`src/rtl/me_search_ctrl_pkg.sv`:
```
// Shared constants, FSM state type and signed MV type for the integer-pel ME search controller.
package me_pkg;
  localparam int SR         = 4;
  localparam int ME_BLK     = 16;
  localparam int ME_BLK_PIX = 256;
  localparam int SAD_W      = 17;
  localparam int WIN        = ME_BLK + 2 * SR;
  localparam int REF_AW     = 10;
  localparam int MV_W       = 4;
  localparam int COST_W     = 20;

  typedef enum logic [2:0] {
    ST_IDLE,
    ST_START,
    ST_STREAM,
    ST_DRAIN,
    ST_CMP,
    ST_RESULT
  } me_state_e;

  typedef logic signed [MV_W-1:0] mv_t;

  // Magnitude of a MV component; -SR still fits because the result is unsigned.
  function automatic logic [MV_W-1:0] mv_mag(input mv_t m);
    return m[MV_W-1] ? MV_W'(-m) : MV_W'(m);
  endfunction
endpackage

```
`src/rtl/me_search_ctrl_if.sv`:
```
// Command, SRAM read, SAD engine and result signals of the ME search controller.
interface me_search_ctrl_if;
  import me_pkg::*;

  logic                  cmd_valid;
  logic                  cmd_ready;
  logic [7:0]            lambda;
  logic [7:0]            cur_rd_addr;
  logic [7:0]            cur_rd_data;
  logic [REF_AW-1:0]     ref_rd_addr;
  logic [7:0]            ref_rd_data;
  logic                  sad_start;
  logic [7:0]            sad_cur_pixel;
  logic [7:0]            sad_ref_pixel;
  logic                  sad_in_valid;
  logic                  sad_done;
  logic [SAD_W-1:0]      sad_value;
  logic                  result_valid;
  logic                  result_ready;
  mv_t                   best_mv_x;
  mv_t                   best_mv_y;
  logic [COST_W-1:0]     best_cost;

  modport master (
    input  cmd_valid, lambda, cur_rd_data, ref_rd_data, sad_done, sad_value, result_ready,
    output cmd_ready, cur_rd_addr, ref_rd_addr, sad_start, sad_cur_pixel, sad_ref_pixel,
           sad_in_valid, result_valid, best_mv_x, best_mv_y, best_cost
  );

  modport slave (
    output cmd_valid, lambda, cur_rd_data, ref_rd_data, sad_done, sad_value, result_ready,
    input  cmd_ready, cur_rd_addr, ref_rd_addr, sad_start, sad_cur_pixel, sad_ref_pixel,
           sad_in_valid, result_valid, best_mv_x, best_mv_y, best_cost
  );
endinterface

```
`src/rtl/me_search_ctrl_ref_addr_gen.sv`:
```
// Pixel counter plus current-block / reference-window address generation for one candidate.
// Addresses and the last flag are forced to zero whenever streaming is not enabled.
module me_ref_addr_gen
  import me_pkg::*;
(
  input  logic              clk,
  input  logic              rst_n,
  input  logic              clr_i,
  input  logic              en_i,
  input  mv_t               u_i,
  input  mv_t               v_i,
  output logic [7:0]        cur_addr_o,
  output logic [REF_AW-1:0] ref_addr_o,
  output logic              last_o
);
  logic [7:0]        p_q, p_d;
  logic [3:0]        row, col;
  logic [REF_AW-1:0] ref_y, ref_x, ref_lin;

  always_comb begin
    p_d = p_q;
    if (clr_i) begin
      p_d = '0;
    end else if (en_i) begin
      p_d = p_q + 8'd1;
    end
  end

  always_ff @(posedge clk or negedge rst_n) begin
    if (!rst_n) begin
      p_q <= '0;
    end else begin
      p_q <= p_d;
    end
  end

  assign row = p_q[7:4];
  assign col = p_q[3:0];

  // u+SR and v+SR are always in [0, 2*SR], so the window coordinates are non-negative.
  assign ref_y   = REF_AW'(int'(v_i) + SR) + REF_AW'(row);
  assign ref_x   = REF_AW'(int'(u_i) + SR) + REF_AW'(col);
  assign ref_lin = ref_y * REF_AW'(WIN) + ref_x;

  assign cur_addr_o = en_i ? p_q : '0;
  assign ref_addr_o = en_i ? ref_lin : '0;
  assign last_o     = en_i && (p_q == 8'hFF);
endmodule

```
`src/rtl/me_search_ctrl.sv`:
```
// Integer-pel full-search ME initiator: streams every candidate to the SAD engine, keeps the cheapest MV.
// Optional macro ME_RDO_COST_EN adds lambda*(|u|+|v|) to each candidate cost.
module me_search_ctrl
  import me_pkg::*;
(
  input  logic             clk,
  input  logic             rst_n,
  me_search_ctrl_if.master me_if
);
  me_state_e          state_q, state_d;
  mv_t                u_q, u_d, v_q, v_d;
  mv_t                best_x_q, best_x_d, best_y_q, best_y_d;
  logic [COST_W-1:0]  best_cost_q, best_cost_d, cost;
  logic [SAD_W-1:0]   sad_q, sad_d;
  logic               vld_q, vld_d;
  logic               cmd_ready, sad_start, result_valid;
  logic               addr_clr, stream_en, stream_last;
  logic [7:0]         cur_addr;
  logic [REF_AW-1:0]  ref_addr;

  me_ref_addr_gen u_addr_gen (
    .clk        (clk),
    .rst_n      (rst_n),
    .clr_i      (addr_clr),
    .en_i       (stream_en),
    .u_i        (u_q),
    .v_i        (v_q),
    .cur_addr_o (cur_addr),
    .ref_addr_o (ref_addr),
    .last_o     (stream_last)
  );

`ifdef ME_RDO_COST_EN
  localparam int MAG_W = $clog2(2 * SR) + 1;
  logic [7:0]         lambda_q, lambda_d;
  logic [MAG_W-1:0]   mag;
  logic [8+MAG_W-1:0] rdo;

  assign lambda_d = (state_q == ST_IDLE && me_if.cmd_valid) ? me_if.lambda : lambda_q;
  assign mag      = MAG_W'(mv_mag(u_q)) + MAG_W'(mv_mag(v_q));
  assign rdo      = (8 + MAG_W)'(lambda_q) * (8 + MAG_W)'(mag);
  assign cost     = COST_W'(sad_q) + COST_W'(rdo);

  always_ff @(posedge clk or negedge rst_n) begin
    if (!rst_n) begin
      lambda_q <= '0;
    end else begin
      lambda_q <= lambda_d;
    end
  end
`else
  logic unused_lambda;
  assign unused_lambda = ^me_if.lambda;
  assign cost          = COST_W'(sad_q);
`endif

  always_comb begin
    state_d      = state_q;
    u_d          = u_q;
    v_d          = v_q;
    best_x_d     = best_x_q;
    best_y_d     = best_y_q;
    best_cost_d  = best_cost_q;
    sad_d        = sad_q;
    cmd_ready    = 1'b0;
    sad_start    = 1'b0;
    result_valid = 1'b0;
    addr_clr     = 1'b0;
    stream_en    = 1'b0;
    unique case (state_q)
      ST_IDLE: begin
        cmd_ready = 1'b1;
        if (me_if.cmd_valid) begin
          u_d         = mv_t'(-SR);
          v_d         = mv_t'(-SR);
          best_cost_d = '1;
          state_d     = ST_START;
        end
      end
      ST_START: begin
        sad_start = 1'b1;
        addr_clr  = 1'b1;
        state_d   = ST_STREAM;
      end
      ST_STREAM: begin
        stream_en = 1'b1;
        if (stream_last) begin
          state_d = ST_DRAIN;
        end
      end
      ST_DRAIN: begin
        if (me_if.sad_done) begin
          sad_d   = me_if.sad_value;
          state_d = ST_CMP;
        end
      end
      ST_CMP: begin
        // Strict compare: on a tie the earlier candidate in raster order wins.
        if (cost < best_cost_q) begin
          best_cost_d = cost;
          best_x_d    = u_q;
          best_y_d    = v_q;
        end
        if (u_q == mv_t'(SR) && v_q == mv_t'(SR)) begin
          state_d = ST_RESULT;
        end else begin
          if (u_q == mv_t'(SR)) begin
            u_d = mv_t'(-SR);
            v_d = v_q + mv_t'(1);
          end else begin
            u_d = u_q + mv_t'(1);
          end
          state_d = ST_START;
        end
      end
      ST_RESULT: begin
        result_valid = 1'b1;
        if (me_if.result_ready) begin
          state_d = ST_IDLE;
        end
      end
      default: state_d = ST_IDLE;
    endcase
  end

  assign vld_d = stream_en;

  always_ff @(posedge clk or negedge rst_n) begin
    if (!rst_n) begin
      state_q     <= ST_IDLE;
      u_q         <= '0;
      v_q         <= '0;
      best_x_q    <= '0;
      best_y_q    <= '0;
      best_cost_q <= '0;
      sad_q       <= '0;
      vld_q       <= 1'b0;
    end else begin
      state_q     <= state_d;
      u_q         <= u_d;
      v_q         <= v_d;
      best_x_q    <= best_x_d;
      best_y_q    <= best_y_d;
      best_cost_q <= best_cost_d;
      sad_q       <= sad_d;
      vld_q       <= vld_d;
    end
  end

  // SRAM data lands one cycle after its address, so vld_q lines up with the read data.
  assign me_if.cmd_ready     = cmd_ready;
  assign me_if.sad_start     = sad_start;
  assign me_if.cur_rd_addr   = cur_addr;
  assign me_if.ref_rd_addr   = ref_addr;
  assign me_if.sad_in_valid  = vld_q;
  assign me_if.sad_cur_pixel = vld_q ? me_if.cur_rd_data : '0;
  assign me_if.sad_ref_pixel = vld_q ? me_if.ref_rd_data : '0;
  assign me_if.result_valid  = result_valid;
  assign me_if.best_mv_x     = best_x_q;
  assign me_if.best_mv_y     = best_y_q;
  assign me_if.best_cost     = best_cost_q;
endmodule

```
`src/flat_wrapper.sv`:
```
// flat-port wrapper written by rule: the top's interface ports become plain ports
module me_search_ctrl_flat import me_pkg::*;
  (clk, rst_n, me_if_cmd_valid, me_if_lambda, me_if_cur_rd_data, me_if_ref_rd_data, me_if_sad_done, me_if_sad_value, me_if_result_ready, me_if_cmd_ready, me_if_cur_rd_addr, me_if_ref_rd_addr, me_if_sad_start, me_if_sad_cur_pixel, me_if_sad_ref_pixel, me_if_sad_in_valid, me_if_result_valid, me_if_best_mv_x, me_if_best_mv_y, me_if_best_cost);
  me_search_ctrl_if me_if_i ();
  input  logic clk;
  input  logic rst_n;
  input wire logic [$bits(me_if_i.cmd_valid)-1:0] me_if_cmd_valid;
  input wire logic [$bits(me_if_i.lambda)-1:0] me_if_lambda;
  input wire logic [$bits(me_if_i.cur_rd_data)-1:0] me_if_cur_rd_data;
  input wire logic [$bits(me_if_i.ref_rd_data)-1:0] me_if_ref_rd_data;
  input wire logic [$bits(me_if_i.sad_done)-1:0] me_if_sad_done;
  input wire logic [$bits(me_if_i.sad_value)-1:0] me_if_sad_value;
  input wire logic [$bits(me_if_i.result_ready)-1:0] me_if_result_ready;
  output wire logic [$bits(me_if_i.cmd_ready)-1:0] me_if_cmd_ready;
  output wire logic [$bits(me_if_i.cur_rd_addr)-1:0] me_if_cur_rd_addr;
  output wire logic [$bits(me_if_i.ref_rd_addr)-1:0] me_if_ref_rd_addr;
  output wire logic [$bits(me_if_i.sad_start)-1:0] me_if_sad_start;
  output wire logic [$bits(me_if_i.sad_cur_pixel)-1:0] me_if_sad_cur_pixel;
  output wire logic [$bits(me_if_i.sad_ref_pixel)-1:0] me_if_sad_ref_pixel;
  output wire logic [$bits(me_if_i.sad_in_valid)-1:0] me_if_sad_in_valid;
  output wire logic [$bits(me_if_i.result_valid)-1:0] me_if_result_valid;
  output wire logic [$bits(me_if_i.best_mv_x)-1:0] me_if_best_mv_x;
  output wire logic [$bits(me_if_i.best_mv_y)-1:0] me_if_best_mv_y;
  output wire logic [$bits(me_if_i.best_cost)-1:0] me_if_best_cost;
  assign me_if_i.cmd_valid = me_if_cmd_valid;
  assign me_if_i.lambda = me_if_lambda;
  assign me_if_i.cur_rd_data = me_if_cur_rd_data;
  assign me_if_i.ref_rd_data = me_if_ref_rd_data;
  assign me_if_i.sad_done = me_if_sad_done;
  assign me_if_i.sad_value = me_if_sad_value;
  assign me_if_i.result_ready = me_if_result_ready;
  assign me_if_cmd_ready = me_if_i.cmd_ready;
  assign me_if_cur_rd_addr = me_if_i.cur_rd_addr;
  assign me_if_ref_rd_addr = me_if_i.ref_rd_addr;
  assign me_if_sad_start = me_if_i.sad_start;
  assign me_if_sad_cur_pixel = me_if_i.sad_cur_pixel;
  assign me_if_sad_ref_pixel = me_if_i.sad_ref_pixel;
  assign me_if_sad_in_valid = me_if_i.sad_in_valid;
  assign me_if_result_valid = me_if_i.result_valid;
  assign me_if_best_mv_x = me_if_i.best_mv_x;
  assign me_if_best_mv_y = me_if_i.best_mv_y;
  assign me_if_best_cost = me_if_i.best_cost;
  me_search_ctrl u_core (.clk(clk), .rst_n(rst_n), .me_if(me_if_i));
endmodule
```
`config.mk`:
```
export PLATFORM = sky130hd
export DESIGN_NAME = me_search_ctrl_flat
export DESIGN_NICKNAME = d
export VERILOG_FILES = /design/src/rtl/me_search_ctrl_pkg.sv /design/src/rtl/me_search_ctrl_if.sv /design/src/rtl/me_search_ctrl_ref_addr_gen.sv /design/src/rtl/me_search_ctrl.sv /design/src/flat_wrapper.sv
export SDC_FILE = /design/constraint.sdc
export NUM_CORES = 1
export LEC_CHECK = 0
export ABC_AREA = 1
export BUFFER_PORTS_ARGS = -buffer_cell sky130_fd_sc_hd__buf_2
export CORE_MARGIN = 2
export CORE_UTILIZATION = 58
export DETAILED_ROUTE_END_ITERATION = 8
export PLACE_DENSITY = 0.88
export RECOVER_POWER = 25
export SLEW_MARGIN = 10
export SYNTH_ARGS = -nofsm -noshare
export SYNTH_HDL_FRONTEND = slang
export SYNTH_SLANG_ARGS = --single-unit
```
`constraint.sdc`:
```
create_clock -name clk -period 9.7 [get_ports clk]
set_input_delay 0.97 -clock clk [delete_from_list [all_inputs] [get_ports clk]]
set_output_delay 0.97 -clock clk [all_outputs]
set_load 0.1 [all_outputs]
```
Yosys cells after proc, flatten, opt, wreduce, memory -nomap -nowiden
Cells that the tools add are included.
{"block": "totals", "regBits": 65, "input_bits": 46, "output_inout_bits": 66, "wordCells": 71}
{"block": "op_classes", "add_sub_neg": 8, "mul": 1, "order_cmp": 1, "n_eq_ne": 15, "mux": 26, "n_reduce_logical": 11}
{"operator": "20-bit two-way mux", "n": 2}
{"operator": "8-bit two-way mux", "n": 5}
{"operator": "20-bit case mux with 2 select lines", "n": 1}
{"operator": "17-bit by 20-bit less-than comparator with 1-bit output", "n": 1}
{"operator": "4-bit two-way mux", "n": 5}
{"operator": "3-bit case mux with 6 select lines", "n": 1}
{"operator": "4-bit case mux with 2 select lines", "n": 2}
{"operator": "3-bit two-way mux", "n": 5}
{"operator": "5-bit by 5-bit adder with 6-bit output", "n": 2}
{"operator": "10-bit adder", "n": 1}
{"operator": "4-bit by 4-bit adder with 5-bit output (second input constant)", "n": 2}
{"operator": "10-bit by 2-bit multiplier with 7-bit output (second input constant)", "n": 1}
{"operator": "10-bit two-way mux", "n": 1}
{"operator": "4-bit by 2-bit adder with 4-bit output (second input constant)", "n": 2}
{"operator": "8-bit by 1-bit adder with 8-bit output (second input constant)", "n": 1}
{"operator": "4-bit equality test (second input constant)", "n": 2}
{"operator": "8-bit equality test (second input constant)", "n": 1}
{"operator": "2-bit inequality test (second input constant)", "n": 4}
{"operator": "4-bit AND reduction", "n": 2}
{"operator": "3-bit by 2-bit equality test with 1-bit output (second input constant)", "n": 2}
{"operator": "3-bit equality test (second input constant)", "n": 2}
{"operator": "2-bit by 1-bit inequality test with 1-bit output (second input constant)", "n": 3}
{"operator": "3-bit AND reduction", "n": 2}
{"operator": "1-bit two-way mux", "n": 4}
{"operator": "other kinds (5)", "n": 8}

Depth between registers and ports, before layout
Gate-level depths: netlist (run 1).
{"block": "logic_depth", "word_depth": 5, "mapped_depth": 19, "ltp_nobuf": 19}

Cells and area by module
A second synthesis (run 1) with hierarchy kept.
{"block": "unflattened", "hier_cells": 635, "area_unflattened_um2": 4608.2}
{"mod": "me_search_ctrl", "instances": 1, "cells_each": 415, "area_each_um2": 3153.0, "seq_area_each_um2": 1376.3}
{"mod": "me_ref_addr_gen", "instances": 1, "cells_each": 220, "area_each_um2": 1455.1, "seq_area_each_um2": 200.2}

Worst setup path before layout (run 1)
OpenSTA, ideal clock, no wires.
{"block": "synth_timing", "path_type": "reg-to-output", "start": "reg u_core.v_q[1]", "end": "out me_if_ref_rd_addr[9]", "arrival_ns": 4.370, "t_required_ns": 8.730, "slack_ns": 4.360, "path_stages_with_launch": 20, "n_path_buf": 0, "path_cell_list": "dfrtp_1 > ha_1 > ha_1 > inv_1 > fa_1 > inv_1 > ha_1 > nand2_1 > nand2_1 > a31oi_1 > xor2_1 > inv_1 > ha_1 > nand2_1 > inv_1 > a221oi_1 > nand2_1 > nand2_1 > nand2_1 > nor2_1"}
{"block": "synth_via", "elab_chain_cells": 5}
{"item": "from (decl)", "line_no": "me_search_ctrl.sv:11", "rtl": "mv_t u_q, u_d, v_q, v_d;"}
{"item": "from (signal assigned)", "line_no": "me_search_ctrl.sv:141", "rtl": "v_q <= v_d;"}
{"item": "4-bit by 4-bit adder with 5-bit output", "line_no": "me_search_ctrl_ref_addr_gen.sv:41", "rtl": "assign ref_y = REF_AW'(int'(v_i) + SR) + REF_AW'(row);"}
{"item": "5-bit by 5-bit adder with 6-bit output", "line_no": "me_search_ctrl_ref_addr_gen.sv:41"}
{"item": "10-bit by 2-bit multiplier with 7-bit output", "line_no": "me_search_ctrl_ref_addr_gen.sv:43", "rtl": "assign ref_lin = ref_y * REF_AW'(WIN) + ref_x;"}
{"item": "10-bit adder", "line_no": "me_search_ctrl_ref_addr_gen.sv:43"}
{"item": "10-bit two-way mux", "line_no": "me_search_ctrl_ref_addr_gen.sv:46", "rtl": "assign ref_addr_o = en_i ? ref_lin : '0;"}
{"item": "to (decl)", "line_no": "flat_wrapper.sv:16", "rtl": "output wire logic [$bits(me_if_i.ref_rd_addr)-1:0] me_if_ref_rd_addr;"}
Every way passes these cells.

Worst setup path after layout (run 1)
Ends and elaborated chain as after synthesis.

==> run_results.csv, run 1 <==
group,metric,value,unit
die,die_y,90.1,um
setup_path,critPathSlowestCell,"fa_1",
route,drt-pass1-iter-count,5,
synth,yosysSeqAreaShare,36.7,%
route,finalWirelength,10000,um
placement,detailed_place_hpwl,7390,um
timing,final.min_clock_period,5.17,ns
setup_path,cpMostUsedCell,"nand2_1",
clock_tree,clk_pin_slew,0.06,ns
synth,synth-edff-count,0,
clock_tree,post_cts_resized,0,
layout,antenna_cells,0,
global_routing,antenna_found_initial,0,
synth,avgSynthCellArea,7.50,um^2
synth,async_flop_share,100,%
timing,worstMarginPinSlew,3.33,ns
timing,setup_slack,4.53,ns
setup_path,required,8.73,ns
timing,fin_crit_sh,53.3,%
timing,rsz0062_at_grt,"false",
clock_tree,clock_sinks,63,
route,vias_per_cell,5.21,
global_routing,grt_max_degree,64,
global_routing,track_usage,25.0,%
clock_tree,post-cts-setup-buffers,0,
run,cap_viol_max_count,1,
route,drt_iter0_markers,220,
setup_path,cp-start-kind,"flip-flop",
layout,area_delta_synth_final,17.5,%
setup_path,ff2ff_path_depth,10,
synth,yosysWarnings,0,
timing,fmax,193,MHz
setup_path,worst-setup-path-type,"flip-flop to primary output",
clock_tree,cts_hold_buf,0,
setup_path,cp-end-kind,"primary output",
die,io_pins,112,
die,coreArea,0.00721,mm^2
synth,synth_top_cell_area_share,36.7,%
clock_tree,clock_latency,0.35,ns
synth,synth_nets,671,
timing,slew_headroom,-122,%
synth,yosysMostFrequentCell,"nand2_1",
synth,synthFlopType,"dfrtp_1",
die,dieArea,0.00812,mm^2
route,num_vias,4041,
min_path,min_delay_path_depth,2,
clock_tree,root_buffer,"clkbuf_8",
timing,whs,0.493,ns
synth,yosys-top-cells-area,"dfrtp_1 37%, ha_1 14%, nand2_1 12%",
synth,synthTopCellsByCount,"143 x nand2_1, 108 x inv_1, 63 x dfrtp_1",
clock_tree,cts_tree,"yes",
die,num_rows,31,
timing,final_max_slew_viol_count,64,
synth,netlist_area,0.00430,mm^2
clock_tree,cts_max_level,3,
timing,finClkSkew,0.0119,ns
placement,portBuffers,103,
global_routing,overflow,0,
run_status,status,"complete, but fails checks",
synth,synth_cell_types,34,
clock_tree,numCtsBuffers,9,
timing,final.setup.tns,0,ns
global_routing,grt_pass1_vias,3911,
clock_tree,clock_path_buffers,2,
die,start_util,59.6,%
die,dieWidth,90.1,um
synth,post-synth-top-area-cell,"dfrtp_1",
timing,hold_viol,0,
route,wire_per_inst,12.9,um
global_routing,grt_pass1_wl,16600,um
layout,drive_gt1_share,19.2,%
setup_path,cp_slowest_stage_delay,0.53,ns
route,ant_nets,0,
synth,ys_ff_latch,63,
layout,layout.nets,770,
timing,setup-violations-final,0,
placement,pre_cts_ws,4.90,ns
synth,synthCells,573,
setup_path,crit_chain,"ha_1 -> ha_1 -> inv_1 -> fa_1 -> inv_1 -> ha_1 -> nand2_1 -> nand2_1 -> a31oi_1 -> xor2_1 -> inv_1 -> ha_1 -> nand2_1 -> inv_1 -> a221oi_1 -> nand2_1 -> nand2_1 -> nand2_1 -> nor2_1 -> buf_2",
setup_path,crit_arrival,4.20,ns
placement,gp_congestion,0.877,
setup_path,worstPathMaxFanout,5,
route,drc_errors,0,
run_status,violations,"max-capacitance violations, max-slew violations",
min_path,hold_class,"flip-flop to flip-flop",
## state kept, by name (all words and copies together), names as in the netlist
signal,cells
u_core.me_if.best_mv_y,4
u_core.u_q,4
u_core.me_if.best_mv_x,4
u_core.me_if.best_cost,18
u_core.state_q,3
u_core.u_addr_gen.p_q,8
u_core.me_if.sad_in_valid,1
u_core.v_q,4
u_core.sad_q,17
## cells in the final DEF, fill, tap and decap left out, types with 2 or more instances in the layout
cell      instances
nand4_1           3
nand2_4           2
inv_1           108
o21ai_0          28
nor2_2            2
clkbuf_8          9
o31ai_1           2
ha_1             48
buf_2           103
nand3_1          35
nor3_1            7
nand2_1         143
a31oi_1           4
fa_1              4
xor2_1           10
and2_1            2
clkinv_2          3
inv_2             2
nor2_1           43
a21oi_1          37
clkbuf_1          2
xnor2_1           3
dfrtp_1          63
## final cells by class
type	count	area [um^2]
fillers	594	2160
repair buffers	104	519
inverters	111	417
flip-flops and latches	63	1580
multi-input cells	383	2220
clock inverters	6	61.3
well taps	99	124
clock buffers	10	128
## logic make-up (layout without fill, tap and decap cells)
| logic type | Yosys count | after routing | share of synthesized area [%] |
|---|---|---|---|
| simple gates | 241 | 241 | 23.5 |
| buf+inv | 127 | 231 | 11.6 |
| compound gates | 76 | 76 | 9.49 |
| flops | 63 | 63 | 36.7 |
| fa+ha+maj | 52 | 52 | 15.8 |
| xor+xnor | 13 | 13 | 2.65 |
| mux | 1 | 1 | 0.262 |
## critical path: cells and delay by family, from the launching register on
kind	cells	cell delay [ns]
flip-flops	1	0.42
AO/OA/AOI/OAI	2	0.43
adder cells (fa/ha/maj)	5	1.65
AND/OR/NAND/NOR	7	0.56
XOR/XNOR	1	0.16
buffers and inverters	5	0.66
## path summary, 6_finish.rpt
check | start | end | slack [ns]
worst max-delay path | u_core.v_q[1] | me_if_ref_rd_addr[9] | 4.53
worst min-delay path | u_core.me_if.best_mv_x[3] | u_core.me_if.best_mv_x[3] | 0.49
worst max register to register | u_core.state_q[1] | u_core.me_if.best_cost[2] | 7.00
worst min register to register | u_core.me_if.best_mv_x[3] | u_core.me_if.best_mv_x[3] | 0.49
max in group asynchronous | rst_n | u_core.me_if.best_cost[2] | 5.99
min in group asynchronous | rst_n | u_core.me_if.best_cost[13] | 1.84
## stage by stage
step                      utilization (%)  instance area [um^2]  cells
after floorplan                         -                  4300    573
after global placement               67.4                  4860    760
after detailed placement             67.4                  4860    760
after CTS                            70.0                  5050    776
after global routing                 70.0                  5050    776
final                                70.0                  5050    776
## routing by layer
layer  share of wire (%)  vias up  GRT usage (%)
li1                    -     1985              -
met1                  43     1885           28.7
met2                  48      146           44.1
met3                 6.5       25           5.87
met4                 2.7        0           11.8
met5                   0        -              0
Power of run 1 is left out: the tool's default activity adds up to more than one toggle a clock period on the data nets, which glitch-free logic cannot reach.
==> inputs of run 2 (changes only) <==
--- a/config.mk
+++ b/config.mk
@@ -5,12 +5,12 @@
 export SDC_FILE = /design/constraint.sdc
 export NUM_CORES = 1
 export LEC_CHECK = 0
-export ABC_AREA = 1
+export ABC_AREA = 0
 export BUFFER_PORTS_ARGS = -buffer_cell sky130_fd_sc_hd__buf_2
 export CORE_MARGIN = 2
-export CORE_UTILIZATION = 58
+export CORE_UTILIZATION = 54
 export DETAILED_ROUTE_END_ITERATION = 8
-export PLACE_DENSITY = 0.88
+export PLACE_DENSITY = 0.83
 export RECOVER_POWER = 25
 export SLEW_MARGIN = 10
 export SYNTH_ARGS = -nofsm -noshare
==> constraint.sdc (replaced) <==
create_clock -name clk -period 5.1 [get_ports clk]
set_input_delay 0.51 -clock clk [delete_from_list [all_inputs] [get_ports clk]]
set_output_delay 0.51 -clock clk [all_outputs]
set_load 0.1 [all_outputs]
==> run_results.csv, run 2 <==
group,metric,value,unit
setup_path,worstPathMaxFanout,6,
route,drt_iter0_markers,169,
timing,finClkSkew,0.00882,ns
clock_tree,cts_tree,"yes",
die,io_pins,112,
timing,rsz0062_at_grt,"false",
clock_tree,numCtsBuffers,9,
global_routing,grt_max_degree,64,
setup_path,required,4.59,ns
timing,fmax,205,MHz
clock_tree,clock_latency,0.34,ns
run,cap_viol_max_count,1,
route,num_vias,3402,
layout,largest_reg_flops,18,
timing,worstMarginPinSlew,3.33,ns
route,finalWirelength,9000,um
synth,async_flop_share,100,%
placement,dpl.cell_count,618,
layout,layout.nets,625,
synth,synth_cell_types,51,
clock_tree,cts_max_level,3,
synth,avgSynthCellArea,10.0,um^2
synth,synthFlopType,"dfrtp_1",
timing,slew_headroom,-122,%
synth,synth_top_cell_area_share,37.0,%
setup_path,cp-start-kind,"flip-flop",
synth,synthCells,424,
setup_path,cp-end-kind,"primary output",
route,wire_per_inst,14.2,um
global_routing,antenna_found_initial,0,
synth,yosys-top-cells-area,"dfrtp_1 37%, ha_1 14%, mux2_4 6.3%",
route,drc_errors,0,
clock_tree,clk_pin_slew,0.07,ns
route,vias_per_cell,5.37,
timing,setup-violations-final,0,
clock_tree,clock_sinks,63,
synth,synthTopCellsByCount,"63 x dfrtp_1, 48 x ha_1, 48 x inv_1",
synth,yosysMostFrequentCell,"dfrtp_1",
timing,final_max_slew_viol_count,64,
clock_tree,cts_hold_buf,0,
die,dieArea,0.00862,mm^2
synth,yosysWarnings,0,
timing,final.setup.tns,0,ns
synth,ys_ff_latch,63,
setup_path,crit_arrival,4.36,ns
synth,yosysSeqAreaShare,37.0,%
route,drt-pass1-iter-count,4,
layout,drive_gt1_share,31.0,%
run_status,status,"complete, but fails checks",
layout,antenna_cells,0,
setup_path,worst-setup-path-type,"flip-flop to primary output",
synth,synth-edff-count,0,
clock_tree,root_buffer,"clkbuf_8",
synth,synth_nets,522,
die,dieWidth,92.8,um
timing,hold_viol,0,
die,start_util,55.4,%
synth,netlist_area,0.00426,mm^2
global_routing,track_usage,22.0,%
timing,fin_crit_sh,95.5,%
global_routing,grt_pass1_vias,3513,
clock_tree,post_cts_resized,0,
layout,area_delta_synth_final,17.8,%
timing,final.min_clock_period,4.87,ns
global_routing,grt_pass1_wl,15200,um
clock_tree,clock_path_buffers,2,
global_routing,overflow,0,
clock_tree,post-cts-setup-buffers,0,
die,num_rows,32,
layout,final_common_cell,"buf_2",
route,ant_nets,0,
run_status,violations,"max-capacitance violations, max-slew violations",
placement,portBuffers,103,
die,die_y,92.8,um
min_path,hold_class,"input port to flip-flop",
layout,stdcell_count,634,
placement,gp_congestion,0.789,
synth,post-synth-top-area-cell,"dfrtp_1",
layout,final.fill_count,626,
layout,most-common-layout-cells,"103 x buf_2, 63 x dfrtp_1, 48 x inv_1, 48 x ha_1, 31 x nand2_1",
die,coreArea,0.00769,mm^2
placement,detailed_place_hpwl,6880,um
==> run 2: cell families after synthesis <==
group	count (synthesis)	share of synthesized area, %
multiplexers	42	12.7
AO/OA/AOI/OAI	66	9.63
flip-flops	63	37.0
adder cells (fa/ha/maj)	52	16.0
AND/OR/NAND/NOR	122	14.7
buffers and inverters	61	6.02
XOR/XNOR	18	4.02
==> run 2: path summary, 6_finish.rpt <==
path | cells past startpoint | from | to | slack, ns
min in group asynchronous | 2 | rst_n | u_core.sad_q[5] | 1.38
max reg2reg | 7 | u_core.me_if.best_cost[15] | u_core.me_if.best_mv_y[2] | 2.32
min reg2reg | 1 | u_core.me_if.best_mv_y[0] | u_core.me_if.best_mv_y[0] | 0.51
min | 2 | me_if_sad_value[15] | u_core.sad_q[15] | 0.39
max in group asynchronous | 2 | rst_n | u_core.me_if.best_cost[18] | 1.85
max | 13 | u_core.u_addr_gen.p_q[5] | me_if_ref_rd_addr[8] | 0.23
==> run 2: layout make-up <==
class	instances	area [um^2]	area share (%)
tap	102	128	2.54
multi-input combinational	300	2430	48.5
clock inverter	3	17.5	0.349
timing repair buffer	104	519	10.3
inverter	49	184	3.66
clock buffer	13	159	3.17
sequential	63	1580	31.4
==> run 2: layer usage <==
layer | up-vias | GRT usage, % | routed length [um]
met3 | 21 | 3.91 | 506
met4 | 0 | 8.46 | 176
li1 | 1646 | - | -
met1 | 1634 | 26.4 | 3800
met2 | 101 | 39.1 | 4520
met5 | - | 0 | 0
==> run 2: worst max-delay path, cell delays in order (launching register included) <==
cell	delay, ns
dfrtp_1	0.44
ha_1	0.31
ha_1	0.18
inv_1	0.06
fa_1	0.40
xnor2_1	0.25
ha_1	0.33
a21o_1	0.20
a21oi_1	0.20
xnor2_1	0.15
ha_1	0.30
or4b_2	0.69
nand3_1	0.09
buf_2	0.42
==> run 2: stage by stage <==
step | hold slack [ns] | area, um^2 | worst slack (ns) | utilization (%)
3_3_place_gp | 0.488 | 4850 | 0.778 | 63.0
6_report | 0.393 | 5020 | 0.232 | 65.3
4_1_cts | 0.364 | 5020 | 0.225 | 65.3
3_5_place_dp | 0.500 | 4850 | 0.602 | 63.0
2_1_floorplan | 0.214 | 4260 | 0.303 | -
5_1_grt | 0.395 | 5020 | 0.117 | 65.3
Power of run 2 is left out for the same reason.
